## config.mk

```make
export PLATFORM = sky130hd
export DESIGN_NAME = reg_dump
export DESIGN_NICKNAME = d
export VERILOG_FILES = /design/src/rtl/mips_dbg_pkg.sv /design/src/rtl/reg_dump.sv
export SDC_FILE = /design/constraint.sdc
export NUM_CORES = 1
export LEC_CHECK = 0
export ABC_AREA = 0
export BUFFER_PORTS_ARGS = -buffer_cell sky130_fd_sc_hd__buf_4
export CAP_MARGIN = 30
export CORE_UTILIZATION = 52
export CTS_CLUSTER_DIAMETER = 80
export DETAILED_ROUTE_END_ITERATION = 12
export PLACE_DENSITY = 0.84
export SLEW_MARGIN = 20
export SYNTH_ARGS = -nofsm -noshare
export SYNTH_HDL_FRONTEND = slang
export SYNTH_SLANG_ARGS = --single-unit
```

## constraint.sdc

```tcl
create_clock -name clk -period 2.6 [get_ports clk]
set_input_delay 0.39 -clock clk [delete_from_list [all_inputs] [get_ports clk]]
set_output_delay 0.39 -clock clk [all_outputs]
set_load 0.1 [all_outputs]
```

## src/rtl/mips_dbg_pkg.sv

```systemverilog
// Shared definitions for the MIPS debug read-out path.
package mips_dbg_pkg;

   localparam int REG_AW    = 5;
   localparam int REG_DW    = 32;
   localparam int REG_COUNT = 32;

   typedef enum logic [1:0] {
      ST_IDLE = 2'd0,
      ST_READ = 2'd1,
      ST_SEND = 2'd2,
      ST_DONE = 2'd3
   } dump_state_e;

endpackage

```

## src/rtl/reg_dump.sv

```systemverilog
// Register-file dump engine: borrows one read port, walks FIRST_REG..LAST_REG
// and streams {index, value} words out on a valid/ready handshake.
//
// state | meaning
// IDLE  | waiting for start; read port address held
// READ  | RN = idx, register value captured at end of cycle
// SEND  | word presented; waits for out_ready
// DONE  | one-cycle done pulse, then IDLE
module reg_dump
   import mips_dbg_pkg::*;
#(
   parameter int unsigned FIRST_REG = 0,
   parameter int unsigned LAST_REG  = 31
) (
   input  logic              clk,
   input  logic              rst_n,
   input  logic              start,
   input  logic              abort,
   output logic [REG_AW-1:0] RN,
   input  logic [REG_DW-1:0] RD,
   output logic              out_valid,
   input  logic              out_ready,
   output logic [REG_AW-1:0] out_idx,
   output logic [REG_DW-1:0] out_data,
   output logic              busy,
   output logic              done
);

   localparam logic [REG_AW-1:0] FIRST_IDX = REG_AW'(FIRST_REG);
   localparam logic [REG_AW-1:0] LAST_IDX  = REG_AW'(LAST_REG);

   dump_state_e       state_q, state_d;
   logic [REG_AW-1:0] idx_q, idx_d;
   logic [REG_AW-1:0] rn_q, rn_d;
   logic              out_valid_q, out_valid_d;
   logic [REG_AW-1:0] out_idx_q, out_idx_d;
   logic [REG_DW-1:0] out_data_q, out_data_d;
   logic              busy_q, busy_d;
   logic              done_q, done_d;

   // Next-state and output decode; RN is loaded on entry to READ so that the
   // registered address is already valid during the READ cycle itself.
   always_comb begin
      state_d     = state_q;
      idx_d       = idx_q;
      rn_d        = rn_q;
      out_valid_d = out_valid_q;
      out_idx_d   = out_idx_q;
      out_data_d  = out_data_q;
      done_d      = 1'b0;

      if (abort) begin
         state_d     = ST_IDLE;
         out_valid_d = 1'b0;
      end else begin
         case (state_q)
            ST_IDLE: begin
               if (start) begin
                  state_d = ST_READ;
                  idx_d   = FIRST_IDX;
                  rn_d    = FIRST_IDX;
               end
            end
            ST_READ: begin
               out_data_d  = RD;
               out_idx_d   = idx_q;
               out_valid_d = 1'b1;
               state_d     = ST_SEND;
            end
            ST_SEND: begin
               if (out_valid_q && out_ready) begin
                  out_valid_d = 1'b0;
                  // Terminate on compare so LAST_REG = 31 never wraps to 0.
                  if (idx_q == LAST_IDX) begin
                     state_d = ST_DONE;
                     done_d  = 1'b1;
                  end else begin
                     idx_d   = idx_q + 5'd1;
                     rn_d    = idx_q + 5'd1;
                     state_d = ST_READ;
                  end
               end
            end
            ST_DONE: begin
               state_d = ST_IDLE;
            end
            default: begin
               state_d     = ST_IDLE;
               out_valid_d = 1'b0;
            end
         endcase
      end

      busy_d = (state_d != ST_IDLE);
   end

   // State and registered outputs with synchronous active-low reset.
   always_ff @(posedge clk) begin
      if (!rst_n) begin
         state_q     <= ST_IDLE;
         idx_q       <= '0;
         rn_q        <= '0;
         out_valid_q <= 1'b0;
         out_idx_q   <= '0;
         out_data_q  <= '0;
         busy_q      <= 1'b0;
         done_q      <= 1'b0;
      end else begin
         state_q     <= state_d;
         idx_q       <= idx_d;
         rn_q        <= rn_d;
         out_valid_q <= out_valid_d;
         out_idx_q   <= out_idx_d;
         out_data_q  <= out_data_d;
         busy_q      <= busy_d;
         done_q      <= done_d;
      end
   end

   assign RN        = rn_q;
   assign out_valid = out_valid_q;
   assign out_idx   = out_idx_q;
   assign out_data  = out_data_q;
   assign busy      = busy_q;
   assign done      = done_q;

endmodule

```

**After elaboration in Yosys (flattened, before gate mapping)**

Index checks and enable logic that the tools add are counted.
Widths: inputs -> output; s select.

- Bits in registers: 47
- Latch bits: 0
- Memory bits (writable): 0
- Bits in read-only memories: 0
- Input port bits: 37
- Output and inout bits: 45
- Word-level logic and storage cells: 41
- Memories: 0

- Add/subtract/negate cells: 1
- $mul: 0
- Div/mod/pow operators: 0
- Order comparisons: 0
- Equal/unequal tests: 7
- Shift-type cells: 0
- Muxes and demuxes: 12
- Bitwise logic cells: 4
- Reductions and logical operators: 10

Operators with widths:

| operator | count |
|---|---|
| $mux 5 | 3 |
| $pmux 5 s2 | 1 |
| $mux 2 | 4 |
| $pmux 2 s4 | 1 |
| $ne 2x2->1 const B | 3 |
| $reduce_bool 2->1 | 3 |
| $add 5x1->5 const B | 1 |
| $eq 5x5->1 const B | 1 |
| $reduce_and 5->1 | 1 |
| $eq 2x2->1 const B | 2 |
| $not 1->1 | 4 |
| $reduce_and 2->1 | 2 |
| $reduce_or 4->1 | 1 |
| $eq 2x1->1 const B | 1 |
| $logic_not 2->1 | 1 |
| $mux 1 | 2 |
| $pmux 1 s2 | 1 |
| $reduce_or 2->1 | 1 |
| $logic_and 1x1->1 | 1 |

**Depth between registers and ports, before layout**

Gate-level depths: netlist (run 1).

- Word-level depth: 6
- Gate-level depth with buffers: 6

**Least setup slack after synthesis (run 1)**

Ideal clock, no wire load.

- Path kind: reg-to-reg
- Start: reg, netlist name RN[0]
- End: reg rn_q[3] (netlist: RN[3])
- Data arrival time: 2.141 ns
- Path slack: 0.386 ns
- Stages on the path, launching flop included: 7
- Path buffers: 0
- Clock period less this slack: 2.214 ns
- Path through: dfxtp_1 > ha_1 > and3_1 > ha_1 > nand4b_1 > a211oi_1 > mux2i_1

RTL lines:

| item | RTL line | RTL |
|---|---|---|
| end signal, assigned | reg_dump.sv:111 | `rn_q <= rn_d;` |
| end, declared | reg_dump.sv:34 | `logic [REG_AW-1:0] rn_q, rn_d;` |

==> results of run 1 <==
==> cells in the mapped netlist, types with 2 or more instances <==
library cell,count,area share (%)
a21boi_2,30,16
o2bb2ai_1,3,1.2
buf_8,2,1.4
inv_1,3,0.53
clkbuf_1,4,0.70
buf_6,5,2.6
nand3b_1,2,0.70
mux2i_1,2,0.94
nand2_1,48,8.5
dfxtp_1,47,44
nand2b_1,2,0.59
nand3_1,4,0.94
ha_1,2,1.2
a21boi_0,7,2.5
nand2_2,29,8.5
a21oi_1,2,0.47
a211oi_1,4,1.4
==> path summary, 6_finish.rpt <==
kind                              startpoint           end  slack (ns)  cells past startpoint
worst max-delay path                   RN[0]         RN[2]        0.73                      6
worst min register to register  out_data[26]  out_data[26]        0.46                      2
worst min-delay path               out_ready     out_valid        0.32                      2
worst max register to register         RN[0]         RN[2]        0.73                      6
==> state kept, by name, summed over array words and instances (netlist names) <==
name	cells
out_valid	1
out_data	32
state_q	2
busy	1
RN	5
out_idx	5
done	1
==> area by class of cell <==
type / instances / area (um^2)
multi-input cells: 150 / 1040
fillers: 294 / 992
flip-flops and latches: 47 / 941
repair buffers: 84 / 651
clock buffers: 8 / 100
well taps: 48 / 60.1
inverters: 3 / 11.3
==> report_power, final <==
part / switching [W] / leakage [nW] / internal, W
clock network: 0.000233 / 0.0515 / 0.000243
logic: 0.000130 / 0.678 / 0.0000772
registers: 0.00000971 / 0.380 / 0.000731
==> kinds of logic (layout without fill, tap and decap cells) <==
kind of cell / Yosys count / after routing / synth area share, %
buf+inv: 17 / 95 / 6.82
mux: 2 / 2 / 0.940
flops: 47 / 47 / 44.2
simple gates: 98 / 98 / 24.8
fa+ha+maj: 2 / 2 / 1.17
compound gates: 48 / 48 / 22.1
==> per-stage QoR <==
stage	utilization, %	total power [W]	instances	hold slack [ns]
after floorplan	-	0.000901	214	0.502
after global placement	70.5	0.000962	331	0.448
after detailed placement	71.2	0.000966	332	0.452
after CTS	73.9	0.00143	340	0.315
after global routing	73.9	0.00148	340	0.320
final	73.9	0.00142	340	0.323
==> routing by layer <==
| metal | track usage [%] | part of all wire (%) | vias up | wire length (um) |
|---|---|---|---|---|
| met5 | 0 | 0 | - | 0 |
| met4 | 8.51 | 1.3 | 0 | 57 |
| met2 | 36.0 | 47 | 56 | 2030 |
| met3 | 4.83 | 6.7 | 6 | 285 |
| met1 | 25.7 | 45 | 806 | 1910 |
| li1 | - | - | 862 | - |
==> critical path, stage by stage, from the launching register on <==
cell and delay (ns):
dfxtp_1 0.38, ha_1 0.24, and3_1 0.19, ha_1 0.23, nand4b_1 0.24, a211oi_1 0.33
mux2i_1 0.20
==> impl_metrics.ini, run 1 <==
[status]
outcome = finished, final reports clean

[route]
vias = 1730
drt_iter0_drc = 95
drt_wl_total_mm = 4.28
dr.pass1.iters = 4
wire_per_inst_um = 12.6
ant_nets = 0
drc = 0
avgViaCountPerCell = 5.09

[clock_network]
insertion_delay_ns = 0.29
cts_tree = built
clockBufferDepth = 2
clkSinkCount = 47
cts_max_level = 2
hold_buffers = 0
numCtsBuffers = 5
cts_root_buf = clkbuf_8
cts_resized = 0
clkTransAtPathRegs_ns = 0.08
cts_setup_buffers = 0

[critical_path]
crit_fanout = 6
worst_setup_path_end_kind = flop
cp.arrival_ns = 2.10
critical_path_class = reg2reg
critPathLaunchType = flop
crit_required_ns = 2.83

[synth]
ys_ff_latch = 47
synth_edf_count = 0
syn-num-nets = 253
yosys_warnings = 0
ys_seq_area_share_pct = 44.2
post_synth.cell_area_avg_um2 = 9.95
async_reset_ff_share_pct = 0
synth_flop_cell = dfxtp_1
syn_inst = 214
syn_area_um2 = 2130
yosysUniqueCellTypes = 35

[sta]
fin_crit_sh_pct = 71.9
slew_viol_final = 0
rsz0062_at_grt = false
tns_ns = 0
worst_pin_slew_ns = 0.547
setup_slack_ns = 0.730
min_period_ns = 1.87
slew_headroom_pct = 63.5
finalSetupViolCount = 0
hold_viol_final = 0
worst_clock_skew_ns = 0.00539
max_freq_ghz = 0.535

[floorplan]
ios = 82
core_um2 = 3800
dieArea_um2 = 4360
die_w_um = 66.0
start_util_pct = 56.1
die_h_um = 66.0
rows = 22

[power]
p_per_area_nw_per_um2 = 507
peakVddDrop_mv = 0.381
leakagePower_nw = 1.11

[final_layout]
design_area_um2 = 2810
drive_above_1_share_pct = 53.1
layout.cells.most_common_list = 83 x buf_4, 48 x nand2_1, 47 x dfxtp_1
nets = 330
final_common_cell = buf_4
syn2layout_area_growth_pct = 31.8
diodes = 0

[global_route]
grt_pass1_vias = 1599
overflow = 0
antenna_found_initial = 0
grtUsageTotal_pct = 21.2
grt_pass1_wl_mm = 7.11
grt_start_max_net_pins = 47

[placed_design]
dp_hpwl_mm = 3.09
gp_congestion = 0.764
post-place-ws_ns = 0.764
placed_area_um2 = 2710
port_buffers = 81

[job]
cap_violations = 0

[min_path]
hold_path.class = in2reg
Power figures use the tool's default switching activity.
==> run 2: changes to the inputs <==
CORE_UTILIZATION = 48   (was 52)
PLACE_DENSITY = 0.79   (was 0.84)
clock period = 1.8 ns   (was 2.6 ns; I/O delays follow)
==> impl_metrics.ini, run 2 (synthesis gave the netlist of run 1 again) <==
[clock_network]
numCtsBuffers = 5
hold_buffers = 0
cts_tree = built
cts_root_buf = clkbuf_8
insertion_delay_ns = 0.30
cts_resized = 0
clockBufferDepth = 2
clkTransAtPathRegs_ns = 0.09
cts_max_level = 2
clkSinkCount = 47
cts_setup_buffers = 0

[final_layout]
drive_above_1_share_pct = 56.8
syn2layout_area_growth_pct = 33.4
diodes = 0
largest_register_ffs = 32
layout.cells.most_common_list = 85 x buf_4, 48 x nand2_1, 41 x dfxtp_1
final_common_cell = buf_4
nets = 332
fill_cells = 343

[placed_design]
gp_congestion = 0.836
dp_hpwl_mm = 2.82
port_buffers = 81
post-place-ws_ns = 0.0894

[critical_path]
critPathLaunchType = flop
worst_setup_path_end_kind = flop
crit_required_ns = 2.03
critPathLaunch = RN[0]
r2r-start = RN[0]
crit_fanout = 6
cp.arrival_ns = 1.93
critical_path_class = reg2reg

[global_route]
antenna_found_initial = 0
grt_pass1_vias = 1318
grtUsageTotal_pct = 17.6
grt_start_max_net_pins = 46
overflow = 0
grt_pass1_wl_mm = 6.04

[sta]
worst_clock_skew_ns = 0.00708
tns_ns = 0
fin_crit_sh_pct = 94.3
setup_slack_ns = 0.102
finalSetupViolCount = 0
hold_viol_final = 0
max_freq_ghz = 0.589
worst_pin_slew_ns = 0.381
slew_headroom_pct = 74.5
slew_viol_final = 0
min_period_ns = 1.70

[route]
dr.pass1.iters = 4
vias = 1655
drc = 0
drt_wl_total_mm = 4.06
ant_nets = 0
drt_iter0_drc = 99
wire_per_inst_um = 11.8
avgViaCountPerCell = 4.81

[floorplan]
die_w_um = 68.6
dieArea_um2 = 4710
start_util_pct = 51.7
die_h_um = 68.6
rows = 23
ios = 82
core_um2 = 4120

[job]
cap_violations = 0

[power]
leakagePower_nw = 1.10
peakVddDrop_mv = 0.365
p_per_area_nw_per_um2 = 696

[min_path]
hold_path.class = in2reg
hold_start = out_ready

[status]
outcome = finished, final reports clean
[run 2: metal layers]
metal | global-route usage [%] | part of all wire [%] | vias up
met1 | 20.4 | 44 | 731
li1 | - | - | 868
met3 | 4.77 | 7.4 | 7
met5 | 0 | 0 | -
met2 | 29.0 | 47 | 49
met4 | 10.2 | 1.8 | 0
[run 2: final cells by class]
class,count,area [um^2],area share (%)
multi-input cells,150,1070,37.7
flip-flops and latches,47,953,33.6
repair buffers,86,658,23.2
clock buffers,5,68.8,2.42
well taps,50,62.6,2.20
clock inverters,3,15.0,0.528
inverters,3,11.3,0.396
[run 2: per-stage QoR]
stage | power (W) | hold WS [ns] | util (%) | instance area [um^2] | std cells
floorplan | 0.00130 | 0.374 | - | 2150 | 214
global placement | 0.00139 | 0.447 | 66.6 | 2740 | 336
detailed placement | 0.00140 | 0.450 | 66.6 | 2740 | 336
CTS | 0.00200 | 0.184 | 68.7 | 2830 | 344
global route | 0.00206 | 0.180 | 69.0 | 2840 | 344
finish | 0.00198 | 0.191 | 69.0 | 2840 | 344
[run 2: worst paths after layout]
| check | slack (ns) | cells past startpoint | endpoint |
|---|---|---|---|
| min reg2reg | 0.46 | 2 | out_data[15] |
| min | 0.19 | 2 | out_valid |
| max | 0.10 | 6 | RN[2] |
| max reg2reg | 0.10 | 6 | RN[2] |
[run 2: critical path: stages (launching register included)]
cell      delay, ns
dfxtp_4        0.38
ha_4           0.16
and3_1         0.17
ha_2           0.18
nand4b_1       0.29
a211oi_2       0.26
mux2i_1        0.19
[run 2: power breakdown]
| group | leakage (nW) | total (W) | switching, W | internal [W] |
|---|---|---|---|---|
| logic | 0.679 | 0.000303 | 0.000190 | 0.000113 |
| registers | 0.384 | 0.00107 | 0.0000118 | 0.00105 |
| clock network | 0.0392 | 0.000608 | 0.000344 | 0.000264 |
